==> src/rtl/ntt_bf_scheduler.sv <==
// ntt_bf_scheduler
// Sequences one in-place radix-2 Cooley-Tukey NTT over a dual-port
// coefficient RAM. Each butterfly runs READ (1 cycle), WAIT (BF_LATENCY
// cycles) and WRITE (1 cycle). Butterflies never overlap, so the two RAM
// ports can never conflict.
//
// Ports:
//   clk, rst        rising-edge clock, synchronous active-high reset
//   start           begin a transform (sampled in IDLE only)
//   abort           cancel a transform in progress
//   busy            high while READ/WAIT/WRITE
//   done            one-cycle pulse after the final write
//   addr_a, addr_b  RAM port A/B addresses (a, b = a | len)
//   we_a, we_b      RAM write enables (WRITE cycle only)
//   tw_addr         twiddle ROM index, valid with bf_in_valid
//   bf_in_valid     RAM read data holds the butterfly operands this cycle
//   stage           current stage s
module ntt_bf_scheduler #(
    parameter int N          = 256,
    parameter int ADDR_WIDTH = 8,
    parameter int BF_LATENCY = 4
) (
    input  logic                          clk,
    input  logic                          rst,
    input  logic                          start,
    input  logic                          abort,
    output logic                          busy,
    output logic                          done,
    output logic [ADDR_WIDTH-1:0]         addr_a,
    output logic [ADDR_WIDTH-1:0]         addr_b,
    output logic                          we_a,
    output logic                          we_b,
    output logic [ADDR_WIDTH-2:0]         tw_addr,
    output logic                          bf_in_valid,
    output logic [$clog2(ADDR_WIDTH)-1:0] stage
);

    localparam int STAGE_W = $clog2(ADDR_WIDTH);
    localparam int KW      = ADDR_WIDTH - 1;
    localparam int WCNT_W  = (BF_LATENCY > 1) ? $clog2(BF_LATENCY) : 1;

    localparam logic [KW-1:0]      K_LAST = KW'(N / 2 - 1);
    localparam logic [STAGE_W-1:0] S_LAST = STAGE_W'(ADDR_WIDTH - 1);
    localparam logic [WCNT_W-1:0]  W_LAST = WCNT_W'(BF_LATENCY - 1);

    typedef enum logic [2:0] {
        IDLE,
        READ,
        WAIT,
        WRITE,
        DONE
    } state_t;

    state_t             state, state_nx;
    logic [KW-1:0]      k, k_nx;
    logic [STAGE_W-1:0] s, s_nx;
    logic [WCNT_W-1:0]  wcnt, wcnt_nx;

    // Lower butterfly address: insert a zero bit at position s of k.
    function automatic logic [ADDR_WIDTH-1:0] addr_lo(
        input logic [KW-1:0]      kk,
        input logic [STAGE_W-1:0] ss
    );
        logic [ADDR_WIDTH-1:0] kx;
        logic [ADDR_WIDTH-1:0] mask;
        kx   = {1'b0, kk};
        mask = (ADDR_WIDTH'(1) << ss) - ADDR_WIDTH'(1);
        return (((kx >> ss) << ss) << 1) | (kx & mask);
    endfunction

    // Twiddle index: position inside the group, scaled so that every stage
    // indexes the same N/2-entry ROM.
    function automatic logic [KW-1:0] tw_of(
        input logic [KW-1:0]      kk,
        input logic [STAGE_W-1:0] ss
    );
        logic [KW-1:0]      mask;
        logic [STAGE_W-1:0] sh;
        mask = KW'((ADDR_WIDTH'(1) << ss) - ADDR_WIDTH'(1));
        sh   = S_LAST - ss;
        return (kk & mask) << sh;
    endfunction

    // Next-state and counter logic. abort wins over start in IDLE and sends
    // every active state straight back to IDLE.
    always_comb begin
        state_nx = state;
        k_nx     = k;
        s_nx     = s;
        wcnt_nx  = wcnt;
        case (state)
            IDLE: begin
                if (start && !abort) begin
                    state_nx = READ;
                    k_nx     = '0;
                    s_nx     = '0;
                end
            end
            READ: begin
                if (abort) begin
                    state_nx = IDLE;
                end else begin
                    state_nx = WAIT;
                    wcnt_nx  = '0;
                end
            end
            WAIT: begin
                if (abort) begin
                    state_nx = IDLE;
                end else if (wcnt == W_LAST) begin
                    state_nx = WRITE;
                end else begin
                    wcnt_nx = wcnt + 1'b1;
                end
            end
            WRITE: begin
                if (abort) begin
                    state_nx = IDLE;
                end else if (k != K_LAST) begin
                    k_nx     = k + 1'b1;
                    state_nx = READ;
                end else if (s != S_LAST) begin
                    k_nx     = '0;
                    s_nx     = s + 1'b1;
                    state_nx = READ;
                end else begin
                    state_nx = DONE;
                end
            end
            DONE: begin
                state_nx = IDLE;
            end
            default: begin
                state_nx = IDLE;
            end
        endcase
    end

    // State register plus registered outputs. Outputs are derived from the
    // state being entered, so they line up with that state's cycle.
    always_ff @(posedge clk) begin
        if (rst) begin
            state       <= IDLE;
            k           <= '0;
            s           <= '0;
            wcnt        <= '0;
            busy        <= 1'b0;
            done        <= 1'b0;
            we_a        <= 1'b0;
            we_b        <= 1'b0;
            bf_in_valid <= 1'b0;
            addr_a      <= '0;
            addr_b      <= '0;
            tw_addr     <= '0;
        end else begin
            state       <= state_nx;
            k           <= k_nx;
            s           <= s_nx;
            wcnt        <= wcnt_nx;
            busy        <= (state_nx == READ) || (state_nx == WAIT) || (state_nx == WRITE);
            done        <= (state_nx == DONE);
            we_a        <= (state_nx == WRITE);
            we_b        <= (state_nx == WRITE);
            // RAM read latency is one cycle: operands appear in the first WAIT cycle.
            bf_in_valid <= (state == READ) && (state_nx == WAIT);
            if (state_nx == READ) begin
                addr_a <= addr_lo(k_nx, s_nx);
                addr_b <= addr_lo(k_nx, s_nx) | (ADDR_WIDTH'(1) << s_nx);
            end
            if ((state == READ) && (state_nx == WAIT)) begin
                tw_addr <= tw_of(k, s);
            end
        end
    end

    assign stage = s;

endmodule

==> config.mk <==
export PLATFORM = sky130hd
export DESIGN_NAME = ntt_bf_scheduler
export DESIGN_NICKNAME = d
export VERILOG_FILES = /design/src/rtl/ntt_bf_scheduler.sv
export SDC_FILE = /design/constraint.sdc
export NUM_CORES = 1
export LEC_CHECK = 0
export CAP_MARGIN = 10
export CORE_MARGIN = 10
export CORE_UTILIZATION = 45
export DETAILED_ROUTE_END_ITERATION = 10
export PLACE_DENSITY = 0.72
export SLEW_MARGIN = 10
export SYNTH_ARGS = -nofsm -noshare
export SYNTH_HDL_FRONTEND = slang
export SYNTH_SLANG_ARGS = --single-unit
==> constraint.sdc <==
create_clock -name clk -period 2.85 [get_ports clk]
set_input_delay 0.57 -clock clk [delete_from_list [all_inputs] [get_ports clk]]
set_output_delay 0.57 -clock clk [all_outputs]
set_load 0.005 [all_outputs]
==> reports/results.tsv <==
stage	metric	value	unit
status	outcome	finished clean	
clocking	CTS tree	yes	
place	Final Wtd Congestion	0.911	
die	die height	92.8	um
global_routing	vias in the first global route	2299	
setup_path	biggest cell delay along the critical path	0.48	ns
die	row count	26	
synthesis	Mapped Nets	305	
detailed_routing	Routed WL per cell	16.3	um
global_routing	first-pass GRT wire length	11.4	mm
global_routing	total track usage	0.160	
detailed_routing	post-detailed-route via-to-cell ratio	5.79	
clocking	Worst-path clk slew	0.08	ns
synthesis	#FFs+latches synth	42	
synthesis	Syn Inst Count	295	
pwr	Comb pwr share	0.089	
clocking	CTS Buffer Depth	2	
clocking	Post-CTS Setup Repair Bufs	0	
layout	nets	344	
synthesis	post-synthesis cell area	2380	sq um
die	die footprint	8610	sq um
pwr	Clk pwr share	0.369	
setup_path	CP arrival	2.72	ns
layout	Layout fillers	506	
place	placed cell count	397	
layout	layout cells sized above 1	0.119	
setup_path	Worst EP required	3.03	ns
sta	clk_skew	0.0110	ns
run	Max-cap violations	0	
layout	Area growth syn-to-layout	23.7	%
synthesis	Netlist cell types	65	
setup_path	origin of the worst setup path	k[0]$_SDFF_PP0_	
setup_path	R2R Path Start	k[0]$_SDFF_PP0_	
sta	period utilization	0.892	
setup_path	Setup crit end kind	flop	
layout	fin cells	405	
sta	Slew headroom	0.678	
pwr	sequential share of power	0.542	
die	core box area	5110	sq um
die	DIE WIDTH	92.8	um
sta	Worst-Margin Slew	0.477	ns
synthesis	Mean Syn Cell Area	8.08	sq um
pwr	Sw Share	0.247	
detailed_routing	DRC	0	
setup_path	slowest CP cell	dfxtp_1	
layout	Ant. Diodes	0	
clocking	CTS root buf	clkbuf_8	
sta	max-slew violation count	0	
synthesis	Most used DFF post-synth	dfxtp_1	
sta	post-route setup slack	0.309	ns
setup_path	CP cell instances	ha_1, and4_1, a21oi_1, a221o_1, a22oi_1, a2bb2oi_1, a211oi_1	
sta	hold slack	0.455	ns
synthesis	post-synthesis sequential area ratio	0.353	
synthesis	yosys warns	0	
sta	RSZ-0062 raised after global routing	false	
hold_path	Hold Crit Start	tw_addr[3]$_SDFFE_PP0P_	
global_routing	largest net degree at the start of global routing	23	
sta	final hold vios	0	
clocking	number of buffers created by CTS	5	
clocking	Clk Latency, worst-skew pair	0.31	ns
clocking	# hold bufs at CTS	0	
global_routing	initial antenna violation count	0	
hold_path	HP Class	reg -> reg	
pwr	Static Leakage	1.07	nW
place	HPWL Detailed	4.91	mm
sta	setup TNS	0	ns
detailed_routing	Starting DRT DRC Count	198	
clocking	post-CTS sizing	0	
setup_path	kind of critical path	reg -> reg	
clocking	Max H-tree Level	2	
detailed_routing	vias post-DR	2345	
sta	Final min period	2.54	ns
clocking	Sink Count	42	
synthesis	EDFF count, synth	0	
pwr	switching pwr	276	uW
sta	fmax	394	MHz
detailed_routing	Routed Wire Length	6.60	mm
place	IO Port Bufs	34	
die	I/O pin cnt	35	
setup_path	startpoint types	flop	
synthesis	Synth async-reset ratio	0	
die	initial cell density of the core	0.467	
detailed_routing	Post-DRT Antenna Nets	0	
global_routing	total gr overflow	0	
setup_path	crit-path max FO	7	
pwr	maximum VDD drop	0.269	mV
pwr	Power Internal	843	uW
sta	Setup violations, final	0	
detailed_routing	DRT Pass-1 Iters	7	
layout	Core Util, Final	0.577	
pwr	PwrDens	379	nW/um^2
place	setup slack at placement	0.0408	ns
==> worst max-delay path, delay by kind of cell (launching register included) <==
kind            cells  cell delay [ns]
fa+ha+maj           1             0.28
compound gates      5             1.25
simple gates        1             0.39
flops               1             0.48
==> state kept, by name, indices dropped and copies added (netlist names) <==
| signal | flops |
|---|---|
| stage | 3 |
| done | 1 |
| busy | 1 |
| state | 3 |
| k | 7 |
| we_b | 1 |
| addr_b | 8 |
| addr_a | 8 |
| tw_addr | 7 |
| bf_in_valid | 1 |
| wcnt | 2 |
==> synth_stat cells, types with 2 or more instances <==
cell	n	area, sq um
a32oi_1	2	17.5
o311ai_1	2	17.5
o21ai_1	6	30.0
mux2i_1	6	60.1
mux2_2	2	22.5
a21oi_1	27	135
nor2_1	33	124
o22ai_1	2	12.5
o31ai_1	2	15.0
ha_1	6	75.1
o221ai_1	2	17.5
nor3b_1	3	22.5
buf_2	3	15.0
or2_1	3	18.8
buf_4	2	15.0
a211oi_2	4	50.1
inv_1	7	26.3
o211ai_1	9	67.6
buf_6	2	22.5
a2bb2oi_1	2	17.5
nor2b_1	2	12.5
nand4_1	7	43.8
nand3_1	7	35.0
a31oi_1	3	18.8
o21ai_0	8	40.0
clkbuf_1	14	52.6
nor3_1	11	55.1
nor4_1	2	12.5
dfxtp_1	42	841
nand2b_1	4	25.0
nand2_1	27	101
a211oi_1	9	67.6
and2_1	2	12.5
==> per-layer routing <==
metal	global-route usage	vias up	wire length, um
met4	0.0527	0	57
met2	0.259	71	3110
met1	0.195	1099	2940
met5	0	-	0
met3	0.0525	5	493
li1	-	1170	-
==> cells by family (layout without fill, tap and decap cells) <==
group / after synthesis / after routing / synth area share
mux: 9 / 9 / 0.0409
xor+xnor: 1 / 1 / 0.00367
fa+ha+maj: 6 / 6 / 0.0315
simple gates: 115 / 115 / 0.249
flops: 42 / 42 / 0.353
buf+inv: 30 / 70 / 0.0582
compound gates: 92 / 92 / 0.264
==> through the flow <==
step	power, mW	instance area, sq um
after floorplan	0.672	2380
after global placement	0.720	2850
after detailed placement	0.720	2850
after CTS	1.13	2950
after global routing	1.16	2950
final	1.12	2950
==> power groups by stage <==
stage / Combinational (mW) / Clock, mW / Sequential [mW]
3_3_place_gp: 0.0988 / 0 / 0.621
3_5_place_dp: 0.0996 / 0 / 0.621
6_report: 0.0993 / 0.413 / 0.607
4_1_cts: 0.101 / 0.427 / 0.607
2_1_floorplan: 0.0511 / 0 / 0.621
5_1_grt: 0.112 / 0.442 / 0.609
==> cells in the final DEF (no fill, tap or decap), drive strengths merged, types with 2 or more instances in the layout <==
| cell type | Yosys | routed |
|---|---|---|
| dfxtp | 42 | 42 |
| clkdlybuf4s50 | 0 | 34 |
| nor2 | 33 | 33 |
| a21oi | 27 | 27 |
| nand2 | 27 | 27 |
| buf | 8 | 20 |
| o21ai | 14 | 14 |
| a211oi | 13 | 13 |
| nor3 | 11 | 11 |
| o211ai | 9 | 9 |
| nand4 | 8 | 8 |
| inv | 7 | 7 |
| nand3 | 7 | 7 |
| mux2i | 6 | 6 |
| ha | 6 | 6 |
| clkbuf | 14 | 6 |
| nand2b | 4 | 4 |
| or2 | 4 | 4 |
| nor3b | 4 | 4 |
| a31oi | 3 | 3 |
| mux2 | 3 | 3 |
| and2 | 2 | 2 |
| a32oi | 2 | 2 |
| nor4 | 2 | 2 |
| o31ai | 2 | 2 |
| o221ai | 2 | 2 |
| a2bb2oi | 2 | 2 |
| o311ai | 2 | 2 |
| nor2b | 2 | 2 |
| o22ai | 2 | 2 |
| clkinv | 1 | 2 |
| and4 | 2 | 2 |
| a21boi | 2 | 2 |
==> final cells by class <==
cell class	instances	area (sq um)	share of cell area
Clock buffer	6	82.6	0.0280
Clock inverter	2	12.5	0.00424
Inverter	8	30.0	0.0102
Multi-Input combinational cell	223	1410	0.476
Sequential cell	42	841	0.285
Tap cell	70	87.6	0.0297
Timing Repair Buffer	54	490	0.166
==> final timing paths <==
| kind | endpoint | slack [ns] | cells past startpoint |
|---|---|---|---|
| setup / recovery | addr_b[6]$_SDFFE_PP0P_ | 0.31 | 7 |
| hold / removal | tw_addr[3]$_SDFFE_PP0P_ | 0.45 | 2 |
| setup reg to reg | addr_b[6]$_SDFFE_PP0P_ | 0.31 | 7 |
| hold reg to reg | tw_addr[3]$_SDFFE_PP0P_ | 0.45 | 2 |
Note: power is estimated with default switching activity, not from simulation.
